**src/rtl/dual_rate_event_counter_if.sv**
```systemverilog
// Strobe/event inputs and status outputs of the
// dual-rate event counter, bundled for port hookup.
interface dual_rate_event_counter_if #(
  parameter int WIDTH = 8
);
  logic             tick_a;
  logic             tick_b;
  logic             sel;
  logic             clr;
  logic             di;
  logic             dco;
  logic [WIDTH-1:0] count;
  logic             ovf;

  modport master (
    output tick_a, tick_b, sel, clr, di,
    input  dco, count, ovf
  );

  modport slave (
    input  tick_a, tick_b, sel, clr, di,
    output dco, count, ovf
  );
endinterface

```
**src/rtl/dual_rate_event_counter.sv**
```systemverilog
// Single-clock event capture and rise counter
// advanced by one of two selectable rate strobes.
module dual_rate_event_counter #(
  parameter int WIDTH    = 8,
  parameter int STAGES   = 2,
  parameter int SATURATE = 0
) (
  input logic                        clk,
  input logic                        rst_n,
  dual_rate_event_counter_if.slave   bus
);
  localparam int SW = STAGES - 1;

  logic             sel_q;
  logic [SW-1:0]    sr_q, sr_d;
  logic             dco_q, dco_d;
  logic [WIDTH-1:0] count_q, count_d;
  logic             ovf_q, ovf_d;
  logic             tick;
  logic             rise;

  // sel is registered, so a rate change lands one clk late
  assign tick = sel_q ? bus.tick_b : bus.tick_a;
  assign rise = bus.di & ~sr_q[0];

  // registered rate select
  always_ff @(posedge clk or negedge rst_n) begin
    if (!rst_n) sel_q <= 1'b0;
    else        sel_q <= bus.sel;
  end

  // next state: clear beats tick, otherwise hold
  always_comb begin
    sr_d    = sr_q;
    dco_d   = dco_q;
    count_d = count_q;
    ovf_d   = ovf_q;
    if (bus.clr) begin
      sr_d    = '0;
      dco_d   = 1'b0;
      count_d = '0;
      ovf_d   = 1'b0;
    end else if (tick) begin
      sr_d[0] = bus.di;
      for (int k = 1; k < SW; k++)
        sr_d[k] = sr_q[k-1];
      dco_d = bus.di | (|sr_q);
      if (rise) begin
        if (count_q != {WIDTH{1'b1}}) begin
          count_d = count_q + 1'b1;
        end else begin
          ovf_d = 1'b1;
          if (SATURATE == 0) count_d = '0;
        end
      end
    end
  end

  // capture pipeline, count and sticky overflow
  always_ff @(posedge clk or negedge rst_n) begin
    if (!rst_n) begin
      sr_q    <= '0;
      dco_q   <= 1'b0;
      count_q <= '0;
      ovf_q   <= 1'b0;
    end else begin
      sr_q    <= sr_d;
      dco_q   <= dco_d;
      count_q <= count_d;
      ovf_q   <= ovf_d;
    end
  end

  assign bus.dco   = dco_q;
  assign bus.count = count_q;
  assign bus.ovf   = ovf_q;
endmodule
```
**src/flat_wrapper.sv**
```systemverilog
// flat-port wrapper written by rule: the top's interface ports become plain ports
module dual_rate_event_counter_flat 
#(
  parameter int WIDTH    = 8,
  parameter int STAGES   = 2,
  parameter int SATURATE = 0
)
  (clk, rst_n, bus_tick_a, bus_tick_b, bus_sel, bus_clr, bus_di, bus_dco, bus_count, bus_ovf);
  dual_rate_event_counter_if #(.WIDTH(WIDTH)) bus_i ();
  input logic clk;
  input logic rst_n;
  input wire logic [$bits(bus_i.tick_a)-1:0] bus_tick_a;
  input wire logic [$bits(bus_i.tick_b)-1:0] bus_tick_b;
  input wire logic [$bits(bus_i.sel)-1:0] bus_sel;
  input wire logic [$bits(bus_i.clr)-1:0] bus_clr;
  input wire logic [$bits(bus_i.di)-1:0] bus_di;
  output wire logic [$bits(bus_i.dco)-1:0] bus_dco;
  output wire logic [$bits(bus_i.count)-1:0] bus_count;
  output wire logic [$bits(bus_i.ovf)-1:0] bus_ovf;
  assign bus_i.tick_a = bus_tick_a;
  assign bus_i.tick_b = bus_tick_b;
  assign bus_i.sel = bus_sel;
  assign bus_i.clr = bus_clr;
  assign bus_i.di = bus_di;
  assign bus_dco = bus_i.dco;
  assign bus_count = bus_i.count;
  assign bus_ovf = bus_i.ovf;
  dual_rate_event_counter #(.WIDTH(WIDTH), .STAGES(STAGES), .SATURATE(SATURATE)) u_core (.clk(clk), .rst_n(rst_n), .bus(bus_i));
endmodule
```
**config.mk**
```make
export PLATFORM = sky130hd
export DESIGN_NAME = dual_rate_event_counter_flat
export DESIGN_NICKNAME = d
export VERILOG_FILES = /design/src/rtl/dual_rate_event_counter_if.sv /design/src/rtl/dual_rate_event_counter.sv /design/src/flat_wrapper.sv
export SDC_FILE = /design/constraint.sdc
export NUM_CORES = 1
export LEC_CHECK = 0
export BUFFER_PORTS_ARGS = -buffer_cell sky130_fd_sc_hd__buf_4
export CAP_MARGIN = 20
export CORE_ASPECT_RATIO = 0.75
export CORE_MARGIN = 1
export CORE_UTILIZATION = 35
export CTS_BUF_LIST = sky130_fd_sc_hd__clkbuf_8
export CTS_CLUSTER_DIAMETER = 100
export DETAILED_ROUTE_END_ITERATION = 8
export GPL_ROUTABILITY_DRIVEN = 0
export MAX_ROUTING_LAYER = met4
export PLACE_DENSITY = 0.55
export SETUP_SLACK_MARGIN = 0.2
export SYNTH_ARGS = -nofsm -noshare
export SYNTH_HDL_FRONTEND = slang
export SYNTH_SLANG_ARGS = --single-unit
```
**constraint.sdc**
```tcl
create_clock -name clk -period 1.6 [get_ports clk]
set_clock_uncertainty 0.05 [all_clocks]
set_input_delay 0.08 -clock clk [delete_from_list [all_inputs] [get_ports clk]]
set_output_delay 0.08 -clock clk [all_outputs]
set_load 0.01 [all_outputs]
```
Yosys cells after proc, flatten, opt, wreduce, memory -nomap -nowiden --
Index checks and enable logic that the tools add are counted.
Word-level totals: flip-flop bits (word level) 12, output and inout port bits 10, word-level logic and storage cells 28, input port bits 7, bits in writable memories 0, latch bits 0, memories kept 0, memory bits (read-only) 0
Operators by class: mux-type cells 13, divide/modulo/power cells 0, add/sub/neg operators 1, bitwise gates (word level) 3, magnitude comparators 0, shift operators 0, equality and inequality tests 2, reduce and logical (&&, ||, !) cells 4, multipliers 0
Operator list (number):
- 2-to-1 mux 8 bit | 4
- 2-to-1 mux 1 bit | 9
- adder 8 x 1 -> 8 bit, second input constant | 1
- inequality test 8 bit, second input constant | 1
- nonzero test 2 bit | 2
- AND reduction 3 bit | 1
- inequality test 2 bit, second input constant | 1
- AND reduction 2 bit | 1
- AND 1 bit | 1
- inverter 1 bit | 1
- bitwise OR 1 bit | 1

Logic depth before layout (Yosys ltp) --
Gate-level depths: netlist (run 1).
word-level depth 5, gate-level depth with buffers 5, depth with buffers taken out 5

Least setup slack after synthesis (run 1) --
Ideal clock, no wire load.
path type reg-to-reg, from register u_core.sr_q, to register u_core.count_q[7], in the netlist u_core.bus.count[7], data required time 1472 ps, buffers on the path 0, cell stages (with the launch flop) 5, setup time 78 ps, data arrival time 1309 ps, path slack 163 ps, period minus slack after synthesis 1437 ps, path through dfrtp_1 -> and2b_2 -> nand2_4 -> or4_1 -> a21oi_1
On the way: word-level cells in the longest chain between the ends 4
RTL lines:
- start, declared | RTL line dual_rate_event_counter.sv:15 | logic [SW-1:0] sr_q, sr_d;
- start signal, assigned | RTL line dual_rate_event_counter.sv:67 | sr_q <= sr_d;
- inverter 1 bit | RTL line dual_rate_event_counter.sv:24 | assign rise = bus.di & ~sr_q[0];
- AND 1 bit | RTL line dual_rate_event_counter.sv:24
- nonzero test 2 bit (no source line)
- AND reduction 2 bit (no source line)
- end signal, assigned | RTL line dual_rate_event_counter.sv:69 | count_q <= count_d;
- end, declared | RTL line dual_rate_event_counter.sv:17 | logic [WIDTH-1:0] count_q, count_d;
No other way between the ends. A chain may end at the register's enable or synchronous reset.

Final worst setup path (run 1) --
from register u_core.count_q[1], in the netlist u_core.bus.count[1], to register u_core.count_q[7], in the netlist u_core.bus.count[7]
On the way: word-level cells in the longest chain between the ends 5, elaborated cells between the ends (all ways) 6, those cells by class add/sub (1); eq/ne (1); mux (4)
RTL lines:
- adder 8 x 1 -> 8 bit or inequality test 8 bit (tied branches) | RTL line dual_rate_event_counter.sv:50, dual_rate_event_counter.sv:49
- 2-to-1 mux 8 bit * | RTL line dual_rate_event_counter.sv:49 | if (count_q != {WIDTH{1'b1}}) begin
- 2-to-1 mux 8 bit * | RTL line dual_rate_event_counter.sv:48 | if (rise) begin
- 2-to-1 mux 8 bit * | RTL line dual_rate_event_counter.sv:43 | end else if (tick) begin
- 2-to-1 mux 8 bit * | RTL line dual_rate_event_counter.sv:38 | if (bus.clr) begin
Mark *: on every way between the ends. The rest lies on a longest branch, timed or not. The select of a mux whose other input is x is not followed.

==> metrics.md, run 1 <==
| Metric | Value |
|---|---|
| Outcome | `finished clean` |
| Die area | `0.001936 sq mm` |
| Die width | `50.48 um` |
| Sequential Power Share | `42.9%` |
| Final setup vio count | `0` |
| Pre-Repair DR Iteration Count | `4` |
| Worst-case reg-to-reg path depth | `4` |
| Critical path class | `reg -> reg` |
| Syn Area/Cell | `9.490 sq um` |
| Critical R2R Launch | `u_core.bus.count[1]` |
| Final hold vios | `0` |
| Skew-Pair Late Insertion Delay | `0.24 ns` |
| Top FF cell, synth | `dfrtp_1` |
| Critical Path RT | `1.72 ns` |
| Slew margin rel. | `77.69%` |
| CTS clk-pin slew, worst paths | `0.05 ns` |
| Post-synth EDFFs | `0` |
| Final Power | `746.3 uW` |
| Post-route ant nets | `0` |
| CTS root buffer | `clkbuf_8` |
| WHS Path Cells | `2` |
| F_max | `721.0 MHz` |
| Max cap viols | `0` |
| Min-delay worst type | `in -> reg` |
| CTS tree | `yes` |
| Layout cells sized above 1 | `47.37%` |
| Crit share post-route | `86.69%` |
| Core area | `0.001562 sq mm` |
| Fin. max-slew vios | `0` |
| Asr flop ratio synth | `100.0%` |
| Dominant cells by area after synthesis | `dfrtp_1 49%, nand2_1 6.1%, a21oi_1 4.1%` |
| Syn Inst Count | `65` |
| Grt ovf | `0` |
| Maximum vdd drop | `525.6 uV` |
| DRT Wirelength | `1.520 mm` |
| Vias in the first global route | `529` |
| Largest net degree at the start of global routing | `13` |
| First-pass GRT wire length | `2.449 mm` |
| Setup TNS | `0 ns` |
| CP Launch Type | `flip-flop` |
| Reg2reg setup slack | `0.21 ns` |
| Die Ht | `38.36 um` |
| Reg2reg end | `u_core.bus.count[7]` |
| Antenna violations before repair | `0` |
| Yosys warning count | `0` |
| Initial Utilization | `39.50%` |
| Leakage | `0.4138 nW` |
| Comb power frac | `13.2%` |
| Synth top area share | `48.68%` |
| Slew @ Worst Pin | `0.3282 ns` |
| Net Sw Power | `165.0 uW` |
| Routed vias | `580` |
| Row count | `12` |
| CTS Buf Count | `3` |
| Fin util | `60.98%` |
| Yosys reg bits | `12` |
| Pwr dens | `783.8 mW/mm^2` |
| Final #Nets | `104` |
| Net Sw Frac | `22.10%` |
| Most frequent cells in the layout | `24 x buf_4, 10 x nand2_1, 8 x dfrtp_1` |
| Post-DP Area | `773.2 sq um` |
| Clock Path Buffers | `2` |
| Clk pwr share | `43.9%` |
| Design area | `952.2 sq um` |
| Hold endpoint | `u_core.bus.ovf` |
| Endpoint class of the critical path | `flip-flop` |
| H-tree levels | `1` |
| Internal | `581.4 uW` |
| Most common cell after layout, fill and taps aside | `buf_4` |
| Clock Sinks | `12` |
| Via density | `5.000` |
| Number of port buffers | `16` |
| Sequential area share after synthesis | `48.68%` |
| Cell taking the most area after synthesis | `dfrtp_1` |
| RSZ-0062 raised after global routing | `yes` |
| Syn nets | `73` |
| 1st-iter DRT viols | `4` |
| Fill cells | `150` |
| Drt drc | `0` |
| Io pins | `17` |
| CP Max Fanout | `4` |
| Worst hold start | `bus_clr` |
| CP arrival | `1.51 ns` |
| Synthesis-to-layout area growth | `54.36%` |
| Total track usage | `18.95%` |
| DP HPWL | `978 um` |
| Mapped cell area | `616.8 sq um` |
| N_diodes | `0` |
| Netlist cell types | `29` |
| Drt wl/cell | `13.10 um` |
| Final Critical Period | `1.387 ns` |
power by group through the flow:
| stage | sequential, mW | clock [mW] | combinational [mW] |
|---|---|---|---|
| floorplan | 0.325 | 0 | 0.0334 |
| global placement | 0.323 | 0 | 0.0692 |
| detailed placement | 0.323 | 0 | 0.0697 |
| CTS | 0.317 | 0.335 | 0.0914 |
| global route | 0.321 | 0.351 | 0.110 |
| finish | 0.320 | 0.327 | 0.0989 |
sequential cells by signal, summed over array words and instances (netlist names):
name / count
u_core.bus.ovf: 1
u_core.bus.dco: 1
u_core.sr_q: 1
u_core.bus.count: 8
u_core.sel_q: 1
per-layer routing:
metal / vias up / track usage [%] / wire length, um
li1: 290 / - / -
met1: 275 / 22.57 / 735
met2: 13 / 30.00 / 702
met3: 2 / 5.952 / 71
met4: 0 / 8.333 / 11
met5: - / - / 0
what timing repair did:
| item | 4_1_cts | 5_1_grt |
|---|---|---|
| pin swaps | 2 | 5 |
| setup endpoints to repair | 1 | 6 |
| hold buffers | 2 | 0 |
| setup buffers | 7 | 1 |
| gates resized for setup | 1 | 11 |
| hold endpoints to repair | 13 | 0 |
| gates cloned | 0 | 0 |
Yosys cell counts, types with 2 or more instances:
cell	instances
nor3_1	2
nand3_1	4
dfrtp_1	12
xor2_1	2
nor2_1	6
nand4_1	2
a21oi_1	5
and2_1	2
nand2_1	10
how the worst max path moves through the flow:
| stage | start | endpoint | slack, ns | cells after the start |
|---|---|---|---|---|
| after global placement | u_core.sr_q | u_core.bus.count[3] | 0.18 | 4 |
| after floorplan | u_core.bus.count[5] | u_core.bus.count[7] | 0.22 | 4 |
| after global routing | u_core.bus.count[1] | u_core.bus.count[7] | 0.14 | 4 |
| after CTS | u_core.sel_q | u_core.bus.count[6] | 0.18 | 5 |
| final | u_core.bus.count[1] | u_core.bus.count[7] | 0.21 | 4 |
| after detailed placement | u_core.sr_q | u_core.bus.count[3] | 0.15 | 4 |
area by class of cell:
| class | count | area, sq um | share of cell area [%] |
|---|---|---|---|
| Clock buffer | 4 | 55.05 | 5.782 |
| Inverter | 1 | 3.754 | 0.3942 |
| Multi-Input combinational cell | 51 | 350.3 | 36.79 |
| Sequential cell | 12 | 305.3 | 32.06 |
| Tap cell | 21 | 26.28 | 2.760 |
| Timing Repair Buffer | 27 | 211.5 | 22.21 |
cells by family after synthesis:
logic type / after synthesis / share of synthesized area (%)
and+or+nand+nor: 35 / 29.62
DFF: 12 / 48.68
AOI/OAI and AO/OA: 10 / 10.14
xor gates and xnor gates: 3 / 4.260
buffers and inverters: 2 / 1.216
muxes: 2 / 4.056
adders and majority gates: 1 / 2.028
critical path, cell delays in order, from the launching register on:
cell	delay, ns
dfrtp_1	0.42
and2_4	0.19
nand2_1	0.05
or4_1	0.49
a21oi_1	0.12
metrics by stage:
stage	hold WS [ns]	std cells	setup WS (ns)
6_report	0.04566	116	0.2130
5_1_grt	0.05368	116	0.1401
4_1_cts	0.04858	115	0.1780
3_5_place_dp	-0.1207	102	0.1487
3_3_place_gp	-0.1195	102	0.1754
2_1_floorplan	-0.2656	65	0.2172
No activity file was read; power rests on OpenSTA's default activity.
==> inputs of run 2 (changes only) <==
--- a/config.mk
+++ b/config.mk
@@ -16,6 +16,8 @@
 export GPL_ROUTABILITY_DRIVEN = 0
 export MAX_ROUTING_LAYER = met4
 export PLACE_DENSITY = 0.55
+export RECOVER_POWER = 25
+export REMOVE_ABC_BUFFERS = 1
 export SETUP_SLACK_MARGIN = 0.2
 export SYNTH_ARGS = -nofsm -noshare
 export SYNTH_HDL_FRONTEND = slang
==> run 2 against run 1 <==
Core utilization is 2.3 points higher. Power increased by 0.93%. Clock power up 1%. Critical path type unchanged. Largest cell class unchanged. Highest routed layer unchanged.
==> metrics.md, run 2 (synthesized netlist as in run 1, its figures left out) <==
| Metric | Value |
|---|---|
| Core area | `0.001562 sq mm (unchanged)` |
| GR peak layer | `met2` |
| Most frequent cells in the layout | `25 x buf_4, 12 x dfrtp_1, 10 x nand2_1` |
| CTS clk-pin slew, worst paths | `0.05 ns (about the same)` |
| Total track usage | `19.82% (+0.87 points)` |
| Clock Sinks | `12 (unchanged)` |
| Drt wl/cell | `13.05 um (-0.40%)` |
| Slew margin rel. | `54.44% (-23 points)` |
| Critical Path RT | `1.72 ns (about the same)` |
| Non-filler cells, final | `117 (+0.86%)` |
| N_diodes | `0 (unchanged)` |
| Fin. max-slew vios | `0 (unchanged)` |
| Pwr dens | `762.1 mW/mm^2 (-2.8%)` |
| CTS tree | `yes` |
| Slew @ Worst Pin | `0.6833 ns (+0.3551 ns)` |
| DRT Wirelength | `1.527 mm (+0.46%)` |
| H-tree levels | `1 (unchanged)` |
| Largest register FFs | `8 (unchanged)` |
| CP max stage delay | `0.51 ns (+0.02 ns)` |
| Crit share post-route | `87.76% (+1.1 points)` |
| Crit-path cells | `and2_4 -> nand2_1 -> or4_1 -> a21oi_2` |
| 1st-iter DRT viols | `5 (+1)` |
| Endpoint class of the critical path | `flip-flop` |
| CTS Buf Count | `3 (unchanged)` |
| Post-DP Area | `759.5 sq um (-1.8%)` |
| Fin util | `63.30% (+2.3 points)` |
| Crit-path leading delay family | `simple AND/OR/NAND/NOR gates` |
| CTS root buffer | `clkbuf_8` |
| Leakage | `0.4333 nW (+4.7%)` |
| Final Power | `753.3 uW (+0.93%)` |
| CP Launch Type | `flip-flop` |
| Via density | `4.957 (-0.85%)` |
| Routed vias | `580 (unchanged)` |
| DP Cell Count | `101 (-0.98%)` |
| RSZ-0062 raised after global routing | `yes` |
| Synthesis-to-layout area growth | `60.24%` |
| Die Ht | `38.36 um (unchanged)` |
| CP max stage cell | `or4_1` |
| CP arrival | `1.53 ns (+0.02 ns)` |
| Fill cells | `133 (-11%)` |
| Final Critical Period | `1.404 ns (+0.01713 ns)` |
| Vias in the first global route | `564 (+6.6%)` |
| Post-route ant nets | `0 (unchanged)` |
| First-pass GRT wire length | `2.566 mm (+4.8%)` |
| Met3 Resource Use GR | `9.127% (+3.2 points)` |
| Setup TNS | `0 ns (unchanged)` |
| Final hold vios | `0 (unchanged)` |
| Grt ovf | `0 (unchanged)` |
| Die area | `0.001936 sq mm (unchanged)` |
| Die width | `50.48 um (unchanged)` |
| Io pins | `17 (unchanged)` |
| Met1 Use GR | `24.21% (+1.6 points)` |
| Pre-CTS WS | `0.09355 ns (-0.05511 ns)` |
| Met2 Track Usage GR | `29.33% (-0.67 points)` |
| Drt drc | `0 (unchanged)` |
| Largest net degree at the start of global routing | `13 (unchanged)` |
| Pre-Repair DR Iteration Count | `4 (unchanged)` |
| Maximum vdd drop | `611.0 uV (+16%)` |
| DP HPWL | `940.2 um (-3.9%)` |
| Number of port buffers | `16 (unchanged)` |
| Setup slack after layout | `0.1959 ns (-0.01713 ns)` |
| Final #Nets | `105 (+0.96%)` |
| Critical path class | `reg -> reg` |
| Initial Utilization | `39.50% (unchanged)` |
| Min-delay worst type | `in -> reg` |
| Row count | `12 (unchanged)` |
| Most common cell after layout, fill and taps aside | `buf_4` |
| Final setup vio count | `0 (unchanged)` |
| Layout cells sized above 1 | `46.88% (-0.49 points)` |
| CP bufs+invs | `0 (unchanged)` |
| CP Max Fanout | `4 (unchanged)` |
| Design area | `988.4 sq um (+3.8%)` |
| WHS | `0.03926 ns (-0.006403 ns)` |
| Clock Path Buffers | `2 (unchanged)` |
| Outcome | `finished clean` |
| F_max | `712.2 MHz (-1.2%)` |
| Antenna violations before repair | `0 (unchanged)` |
| Max cap viols | `0 (unchanged)` |
| Skew-Pair Late Insertion Delay | `0.24 ns (about the same)` |
[run 2: worst register-to-register path, stage by stage, from the launching register on]
cell and delay [ns]:
dfrtp_1 0.42, and2_4 0.19, nand2_1 0.04, or4_1 0.51, a21oi_2 0.12
[run 2: cell type report]
| cell class | count | area (sq um) | area share (%) |
|---|---|---|---|
| Multi-Input combinational cell | 51 | 391.6 | 39.62 |
| Timing Repair Buffer | 28 | 211.5 | 21.39 |
| Sequential cell | 12 | 300.3 | 30.38 |
| Clock buffer | 4 | 55.05 | 5.570 |
| Inverter | 1 | 3.754 | 0.3797 |
| Tap cell | 21 | 26.28 | 2.658 |
[run 2: worst paths after layout]
kind | cells past startpoint | startpoint | slack [ns] | endpoint
setup / recovery | 4 | u_core.bus.count[0] | 0.20 | u_core.bus.count[7]
hold / removal | 2 | bus_clr | 0.04 | u_core.bus.count[7]
setup reg to reg | 4 | u_core.bus.count[0] | 0.20 | u_core.bus.count[7]
hold reg to reg | 2 | u_core.bus.dco | 0.52 | u_core.bus.dco
max in group asynchronous | 2 | rst_n | 0.73 | u_core.bus.count[1]
min in group asynchronous | 2 | rst_n | 0.34 | u_core.sel_q
[run 2: what timing repair did]
| item | CTS | global route |
|---|---|---|
| gates resized for setup | 4 | 11 |
| hold buffers | 2 | 0 |
| buffers inserted | 8 | 2 |
| endpoints found under the hold margin | 13 | 0 |
| endpoints found under the setup margin | 2 | 8 |
| pin swaps | 4 | 6 |
[run 2: report_power, final]
part           switching (mW)  total, mW  internal, mW
clock network           0.114      0.331         0.218
registers             0.00695      0.319         0.312
logic                  0.0511      0.103        0.0522
[run 2: routing by layer]
metal,part of all wire [%],up-vias
li1,-,294
met1,50,273
met2,45,11
met3,4.7,2
met4,0.39,0
met5,0,-
==> inputs of run 3 (changes only) <==
--- a/config.mk
+++ b/config.mk
@@ -18,7 +18,7 @@
 export PLACE_DENSITY = 0.55
 export RECOVER_POWER = 25
 export REMOVE_ABC_BUFFERS = 1
-export SETUP_SLACK_MARGIN = 0.2
+export SETUP_SLACK_MARGIN = 0.05
 export SYNTH_ARGS = -nofsm -noshare
 export SYNTH_HDL_FRONTEND = slang
 export SYNTH_SLANG_ARGS = --single-unit
==> run 3 against run 2 <==
Sequential share of layout area increased by 4.7 points. Non-clock buffer count decreased by 7. Critical path depth unchanged.
==> metrics.md, run 3 (synthesized netlist as in run 1, its figures left out) <==
| Metric | Value |
|---|---|
| Outcome | `finished clean` |
| Drt wl/cell | `11.88 um (-9.0%)` |
| Max cap viols | `0 (unchanged)` |
| Post-DP Area | `759.5 sq um (unchanged)` |
| Clk pwr share | `45.9% (+1.9 points)` |
| Most common cell after layout, fill and taps aside | `buf_4` |
| Internal | `565.9 uW (-2.7%)` |
| Worst-case reg-to-reg path depth | `4 (unchanged)` |
| Core area | `0.001562 sq mm (unchanged)` |
| Critical path class | `reg -> reg` |
| Fin util | `54.89% (-8.4 points)` |
| First-pass GRT wire length | `2.346 mm (-8.6%)` |
| CP Max Fanout | `8 (+4)` |
| CTS clk-pin slew, worst paths | `0.06 ns (about the same)` |
| Slew margin rel. | `54.15% (-0.29 points)` |
| CP arrival | `1.64 ns (+0.11 ns)` |
| Critical R2R Launch | `u_core.sel_q` |
| Final Critical Period | `1.516 ns (+0.1121 ns)` |
| CTS tree | `yes` |
| Most frequent cells in the layout | `18 x buf_4, 12 x dfrtp_1, 10 x nand2_1` |
| Antenna violations before repair | `0 (unchanged)` |
| Row count | `12 (unchanged)` |
| Setup crit start | `u_core.sel_q` |
| Net Sw Power | `162.0 uW (-5.7%)` |
| Maximum vdd drop | `613.5 uV (+0.41%)` |
| Final setup vio count | `0 (unchanged)` |
| DP HPWL | `940.2 um (unchanged)` |
| Die area | `0.001936 sq mm (unchanged)` |
| Die width | `50.48 um (unchanged)` |
| 1st-iter DRT viols | `4 (-1)` |
| Min-delay worst type | `in -> reg` |
| Leakage | `0.3911 nW (-9.8%)` |
| Final hold vios | `0 (unchanged)` |
| Routed vias | `526 (-9.3%)` |
| Critical Path RT | `1.72 ns (about the same)` |
| Design area | `857.1 sq um (-13%)` |
| Crit share post-route | `94.77% (+7.0 points)` |
| Grt ovf | `0 (unchanged)` |
| Skew-Pair Late Insertion Delay | `0.24 ns (about the same)` |
| F_max | `659.5 MHz (-7.4%)` |
| Clock Sinks | `12 (unchanged)` |
| CTS Buf Count | `3 (unchanged)` |
| Via density | `4.782 (-3.5%)` |
| Post-route ant nets | `0 (unchanged)` |
| H-tree levels | `1 (unchanged)` |
| Largest register FFs | `8 (unchanged)` |
| Comb power frac | `10.4% (-3.3 points)` |
| CP Launch Type | `flip-flop` |
| N_diodes | `0 (unchanged)` |
| Endpoint class of the critical path | `flip-flop` |
| Pwr dens | `849.3 mW/mm^2 (+11%)` |
| Synthesis-to-layout area growth | `38.95%` |
| Initial Utilization | `39.50% (unchanged)` |
| Final #Nets | `98 (-6.7%)` |
| Setup slack after layout | `0.08373 ns (-0.1121 ns)` |
| Vias in the first global route | `509 (-9.8%)` |
| Reg2reg end | `u_core.bus.count[7]` |
| RSZ-0062 raised after global routing | `yes` |
| Setup TNS | `0 ns (unchanged)` |
| Die Ht | `38.36 um (unchanged)` |
| Number of port buffers | `16 (unchanged)` |
| Worst setup endpoint | `u_core.bus.count[7]` |
| Slew @ Worst Pin | `0.6877 ns (+0.004367 ns)` |
| Layout cells sized above 1 | `31.46% (-15 points)` |
| Reg2reg setup slack | `0.08 ns (-0.11 ns)` |
| Largest net degree at the start of global routing | `13 (unchanged)` |
| Clock Path Buffers | `2 (unchanged)` |
| Drt drc | `0 (unchanged)` |
| Pre-CTS WS | `0.09355 ns (unchanged)` |
| Total track usage | `18.19% (-1.6 points)` |
| Sequential Power Share | `43.7% (+1.4 points)` |
| DRT Wirelength | `1.307 mm (-14%)` |
| CTS root buffer | `clkbuf_8` |
| Fin. max-slew vios | `0 (unchanged)` |
| Net Sw Frac | `22.26% (-0.56 points)` |
| Pre-Repair DR Iteration Count | `4 (unchanged)` |
| Io pins | `17 (unchanged)` |
[run 3: metal layers]
metal  share of wire [%]  track usage [%]
met2                  39            25.00
met5                   0                -
met4                0.46            6.250
met1                  55            22.98
met3                 5.4            9.127
[run 3: timing repair]
action / in CTS / in global routing
endpoints found under the hold margin: 13 / 0
buffers inserted: 0 / 3
hold buffers: 2 / 0
setup endpoints to repair: 0 / 3
resized for setup: 0 / 1
[run 3: cell type report]
class / instances / area, sq um
Tap cell: 21 / 26.28
Sequential cell: 12 / 300.3
Timing Repair Buffer: 21 / 158.9
Multi-Input combinational cell: 51 / 312.8
Inverter: 1 / 3.754
Clock buffer: 4 / 55.05
Fill cell: 146 / 704.4
[run 3: through the flow]
stage | hold WS, ns | total power, mW | instances
final | 0.03090 | 0.7279 | 110
after CTS | 0.03955 | 0.7313 | 107
after detailed placement | -0.1169 | 0.3922 | 101
after global routing | 0.03837 | 0.7649 | 110
after floorplan | -0.2656 | 0.3557 | 64
after global placement | -0.1180 | 0.3917 | 101
[run 3: worst min path at each step]
stage	slack [ns]	cells after the start	start	to
floorplan	-0.27	0	rst_n	u_core.bus.count[0]
global placement	-0.12	1	rst_n	u_core.bus.count[2]
detailed placement	-0.12	1	rst_n	u_core.bus.count[2]
CTS	0.04	2	bus_clr	u_core.bus.count[0]
global route	0.04	2	bus_clr	u_core.bus.count[7]
finish	0.03	2	bus_clr	u_core.bus.count[7]
[run 3: worst max-delay path: stages (launching register included)]
cell and delay, ns:
dfrtp_1 0.40, mux2_4 0.25, nand2_4 0.08, or4_1 0.52, a21oi_2 0.14
[run 3: power by group through the flow]
| stage | clock (mW) | combinational, mW | sequential, mW |
|---|---|---|---|
| 3_3_place_gp | 0 | 0.0682 | 0.323 |
| 2_1_floorplan | 0 | 0.0305 | 0.325 |
| 4_1_cts | 0.340 | 0.0725 | 0.318 |
| 3_5_place_dp | 0 | 0.0687 | 0.323 |
| 6_report | 0.334 | 0.0758 | 0.318 |
| 5_1_grt | 0.360 | 0.0857 | 0.319 |
